$ cat config.mk
export PLATFORM = sky130hd
export DESIGN_NAME = debounce_mc
export DESIGN_NICKNAME = d
export VERILOG_FILES = /design/src/rtl/debounce_mc.sv
export SDC_FILE = /design/constraint.sdc
export NUM_CORES = 1
export LEC_CHECK = 0
export BUFFER_PORTS_ARGS = -buffer_cell sky130_fd_sc_hd__buf_4
export CAP_MARGIN = 5
export CORE_MARGIN = 2
export CORE_UTILIZATION = 50
export CTS_CLUSTER_DIAMETER = 30
export DETAILED_ROUTE_END_ITERATION = 6
export PLACE_DENSITY = 0.69
export SLEW_MARGIN = 10
export SYNTH_ARGS = -nofsm -noshare
export SYNTH_HDL_FRONTEND = slang
export SYNTH_SLANG_ARGS = --single-unit
$ cat constraint.sdc
create_clock -name i_clk -period 7.55 [get_ports i_clk]
set_input_delay 1.51 -clock i_clk [delete_from_list [all_inputs] [get_ports i_clk]]
set_output_delay 1.51 -clock i_clk [all_outputs]
set_load 0.01 [all_outputs]
$ cat src/rtl/debounce_mc.sv
// Multi-channel key debouncer: 2-FF sync, prescaled sampling, per-channel
// agreement counters, edge pulses, sticky event flags and a Wishbone-style register port.
module debounce_mc #(
  parameter int               NCH        = 4,
  parameter int               DSIZE      = 8,
  parameter int               ASIZE      = 2,
  parameter logic             IDLE       = 1'b1,
  parameter logic [DSIZE-1:0] PRESC_RST  = 8'd1,
  parameter logic [DSIZE-1:0] THRESH_RST = 8'd99
) (
  input  logic             i_clk,
  input  logic             i_rst,
  input  logic [ASIZE-1:0] i_wb_adr,
  input  logic             i_wb_stb,
  input  logic             i_wb_we,
  input  logic [DSIZE-1:0] i_wb_dat,
  output logic             o_wb_ack,
  output logic [DSIZE-1:0] o_wb_dat,
  input  logic [NCH-1:0]   i_key,
  output logic [NCH-1:0]   o_key,
  output logic [NCH-1:0]   o_rise,
  output logic [NCH-1:0]   o_fall,
  output logic             o_irq
);

  localparam logic [ASIZE-1:0] ADR_PRESC  = ASIZE'(0);
  localparam logic [ASIZE-1:0] ADR_THRESH = ASIZE'(1);
  localparam logic [ASIZE-1:0] ADR_LEVEL  = ASIZE'(2);
  localparam logic [ASIZE-1:0] ADR_EVENT  = ASIZE'(3);

  logic [NCH-1:0]   sync1, sync2;
  logic [DSIZE-1:0] presc, thresh, presc_cnt;
  logic [NCH-1:0]   event_r, flip, clr;
  logic [DSIZE-1:0] rd_data;
  logic             tick, wb_hit, wr_en;

  // Handshake: a strobe is accepted on the clock ack rises; ack drops the
  // following clock, so a held strobe is serviced every other clock.
  assign wb_hit = i_wb_stb & ~o_wb_ack;
  assign wr_en  = wb_hit & i_wb_we;
  assign tick   = (presc_cnt == '0);
  assign clr    = (wr_en && i_wb_adr == ADR_EVENT) ? i_wb_dat[NCH-1:0] : '0;
  assign o_irq  = |event_r;

  always_ff @(posedge i_clk or posedge i_rst) begin
    if (i_rst) begin
      sync1 <= {NCH{IDLE}};
      sync2 <= {NCH{IDLE}};
    end else begin
      sync1 <= i_key;
      sync2 <= sync1;
    end
  end

  always_ff @(posedge i_clk or posedge i_rst) begin
    if (i_rst) begin
      presc     <= PRESC_RST;
      thresh    <= THRESH_RST;
      presc_cnt <= '0;
    end else begin
      if (wr_en && i_wb_adr == ADR_PRESC) begin
        presc     <= i_wb_dat;
        presc_cnt <= i_wb_dat;
      end else if (tick) begin
        presc_cnt <= presc;
      end else begin
        presc_cnt <= presc_cnt - DSIZE'(1);
      end
      if (wr_en && i_wb_adr == ADR_THRESH) thresh <= i_wb_dat;
    end
  end

  for (genvar ch = 0; ch < NCH; ch++) begin : g_ch
    logic [DSIZE-1:0] cnt;
    logic             key_q, rise_q, fall_q;

    // >= lets a lowered threshold flip a channel that already counted past it.
    assign flip[ch]   = tick & (sync2[ch] != key_q) & (cnt >= thresh);
    assign o_key[ch]  = key_q;
    assign o_rise[ch] = rise_q;
    assign o_fall[ch] = fall_q;

    always_ff @(posedge i_clk or posedge i_rst) begin
      if (i_rst) begin
        cnt    <= '0;
        key_q  <= IDLE;
        rise_q <= 1'b0;
        fall_q <= 1'b0;
      end else begin
        rise_q <= 1'b0;
        fall_q <= 1'b0;
        if (tick) begin
          if (sync2[ch] == key_q) begin
            cnt <= '0;
          end else if (flip[ch]) begin
            cnt    <= '0;
            key_q  <= sync2[ch];
            rise_q <= sync2[ch];
            fall_q <= ~sync2[ch];
          end else begin
            cnt <= cnt + DSIZE'(1);
          end
        end
      end
    end
  end

  // Set has priority over a simultaneous write-one-to-clear.
  always_ff @(posedge i_clk or posedge i_rst) begin
    if (i_rst) event_r <= '0;
    else       event_r <= (event_r & ~clr) | flip;
  end

  always_comb begin
    rd_data = '0;
    case (i_wb_adr)
      ADR_PRESC:  rd_data = presc;
      ADR_THRESH: rd_data = thresh;
      ADR_LEVEL:  rd_data[NCH-1:0] = o_key;
      ADR_EVENT:  rd_data[NCH-1:0] = event_r;
      default:    rd_data = '0;
    endcase
  end

  always_ff @(posedge i_clk or posedge i_rst) begin
    if (i_rst) begin
      o_wb_ack <= 1'b0;
      o_wb_dat <= '0;
    end else begin
      o_wb_ack <= wb_hit;
      o_wb_dat <= wb_hit ? rd_data : '0;
    end
  end

endmodule

==> key figures <==
Critical path
  – Worst Setup Start Kind: flop
  – CP cell instances: or4_1, buf_4
  – Critical-path top delay cell: or4_1
  – Critical path class: reg -> out
  – Worst path required time: 6.04 ns
  – Crit-path max FO: 3
  – Max incr delay on CP: 0.53 ns
  – Crit path DAT: 1.47 ns
  – CP endpoint kind: output pin

Synth
  – Syn Inst Count: 466
  – Area contributors post-synth: dfrtp_1 (37%), ha_1 (9.9%), dfstp_2 (9.3%)
  – Synth cell count leaders: dfrtp_1 (72), nand2_1 (62), ha_1 (38)
  – Sequential fraction of the synthesis area: 46.7%
  – Yosys reg bits: 89
  – Synthesis Warnings: 0
  – Number of synthesized flops with an enable pin: 0
  – Top cell type's share of synthesized area: 37.5%
  – Ys flop type: dfrtp_1
  – Most common cell in the netlist: dfrtp_1
  – Post-synth net total: 522
  – Syn Std Cell Area: 0.00481 mm2
  – Largest area contributor in the netlist: dfrtp_1
  – Post-synthesis async set-or-reset flop share: 100%
  – Syn Area/Cell: 10.3 um2
  – Netlist cell types: 50

Clock network
  – Hold-fix buffers, CTS: 0
  – Clk_lat worst skew: 0.38 ns
  – Sink Count: 89
  – Longest Clk Path Bufs: 2
  – CTS Root Cell: clkbuf_8
  – Total CTS buffers: 9
  – Post-CTS setup buffer count: 0
  – CTS tree: done
  – Post-cts resize count: 0
  – Worst-path clk slew: 0.11 ns
  – H-tree levels: 3

Floorplan
  – Row count: 35
  – Core ar.: 0.00928 mm2
  – Initial Utilization: 51.8%
  – Die Y: 102 um
  – DIE AREA: 0.0104 mm2
  – I/O pin total: 40
  – Die width: 102 um

Routing
  – Via count: 3529
  – M1 WL: 4.72 mm
  – Antenna viol nets, final: 0
  – First-pass DRT Iterations: 4
  – Top sig layer: met4
  – Final WL: 10.2 mm
  – Vias/cell: 5.62
  – WL met2: 5.05 mm
  – DRC viols: 0
  – Routed wire length per instance: 16.3 um
  – DRT iter0 DRCs: 135
  – Met3 routed WL: 283 um

Placement
  – Routability cong.: 0.808
  – DP Cell Count: 612
  – Dpl hpwl: 7.54 mm
  – Buffers on Ports: 39

Finish
  – Synth-to-Final Area Change: 10.6%
  – NumNets Final: 550
  – Non-Filler Instances: 628
  – Share of cells above drive strength 1: 18.8%
  – Antenna diode count: 0

Timing
  – Fin crit period: 2.98 ns
  – RSZ-0062 raised after global routing: no
  – Final setup TNS: 0 ns
  – Endpoints failing setup: 0
  – Rel. slew slack: 31.4%
  – Least-Margin Pin Slew: 1.01 ns
  – Clk_skew: 0.0157 ns
  – Fin. Hold Viols: 0
  – Count of pins over their slew limit: 0
  – Peak Freq: 336 MHz
  – Period Utilization, post-route: 39.4%

Flow run
  – Max capacitance violation total: 0

Power
  – Net Switching: 0.000403 W
  – Worst VDD drop: 0.103 mV
  – Clock Power Share: 26.7%
  – Cell-internal power: 0.000788 W
  – Switching part of the total: 33.8%
  – Leakage: 2.55 nW
  – Power Dens Cells: 224 mW/mm2
  – Seq pwr share: 49.9%
  – Comb power frac: 23.4%

Global routing
  – Vias in the first global route: 3409
  – Pin count of the biggest net entering global routing: 61
  – Initial antenna violation count: 0
  – First-pass GRT wire length: 17.0 mm
  – Total GRT Usage: 21.5%
  – Grt ovf: 0

Status
  – Status: complete, no violations

Hold path
  – HP Class: reg -> reg
[flip-flops by register name (all words and copies together), names as in the netlist]
| name | count |
|---|---|
| g_ch.cnt | 32 |
| o_wb_dat | 8 |
| presc | 8 |
| presc_cnt | 8 |
| thresh | 8 |
| event_r | 4 |
| g_ch.fall_q | 4 |
| g_ch.key_q | 4 |
| g_ch.rise_q | 4 |
| sync1 | 4 |
| sync2 | 4 |
| o_wb_ack | 1 |
[layout by cell type, fill, tap and decap left out, types with 4 or more instances in the layout]
master     synthesis  final
dfrtp_1           72     72
mux2i_1            6      6
nor3b_1            5      5
nand2_1           62     62
o31ai_1            5      5
a31oi_1           10     10
mux4_2             4      4
a22o_1             4      4
a21oi_1            9      9
nor2b_1           11     11
a21o_1             6      6
and3_1            17     17
xor2_1             5      5
o21a_1            14     14
nand2b_1           5      5
nor2_1            23     22
buf_4             12     44
ha_1              38     38
dfstp_2           17     17
inv_1             19     18
a2111oi_0          4      4
clkbuf_8           0      9
o21ai_0           29     29
inv_6              0      4
o211ai_1           9      9
mux2_2             5      5
nand3_1            9      9
nand3b_1           5      5
xnor2_1            7      7
nor3_1             5      5
and2b_1            6      6
[final cells by class]
type,instances,area (um2)
Multi-Input combinational cell,331,2320
Fill cell,828,3970
Inverter,19,72.6
Timing Repair Buffer,44,330
Tap cell,129,161
Sequential cell,89,2250
Clock inverter,7,60.1
Clock buffer,9,124
[routing by layer]
metal  track usage, %  vias up
li1                 -     1699
met1             29.7     1762
met2             35.1       53
met3             2.87       15
met4             7.49        0
met5                0        -
[cell families after synthesis]
kind of cell	Yosys count	share of synthesized area (%)
and+or+nand+nor	164	17.6
adders and majority gates	38	9.89
DFF	89	46.7
xor gates and xnor gates	12	2.19
buffers and inverters	46	5.05
AOI/OAI and AO/OA	102	14.3
muxes	15	4.29
[worst paths after layout]
kind	slack, ns	to	start	depth (start not counted)
setup / recovery	4.57	o_irq	event_r[3]	2
hold / removal	0.36	sync2[1]	sync1[1]	0
setup reg to reg	4.80	g_ch[1].cnt[6]	presc_cnt[0]	7
hold reg to reg	0.36	sync2[1]	sync1[1]	0
max in group asynchronous	5.29	g_ch[0].cnt[7]	i_rst	3
min in group asynchronous	1.14	g_ch[3].cnt[2]	i_rst	2
[power by group through the flow]
stage / combinational [W] / clock [W] / sequential, W
finish: 0.000279 / 0.000318 / 0.000594
global route: 0.000324 / 0.000342 / 0.000604
CTS: 0.000282 / 0.000323 / 0.000594
detailed placement: 0.000281 / 0 / 0.000603
global placement: 0.000267 / 0 / 0.000601
floorplan: 0.000206 / 0 / 0.000588
[critical path: cells and delay by family, from the launching register on]
kind	cells	cell delay [ns]
and+or+nand+nor	1	0.53
DFF	1	0.40
buffers and inverters	1	0.16
[through the flow]
stage               total power [W]  hold WS, ns  utilization, %  worst slack [ns]  cell area [um2]
global route                0.00127        0.369            57.3              4.53             5320
detailed placement         0.000883        0.347            55.3              4.35             5130
floorplan                  0.000794        0.345               -              3.76             4810
CTS                         0.00120        0.362            57.3              4.56             5320
finish                      0.00119        0.361            57.3              4.57             5320
global placement           0.000868        0.347            55.3              4.40             5130
No activity file was read; power rests on OpenSTA's default activity.
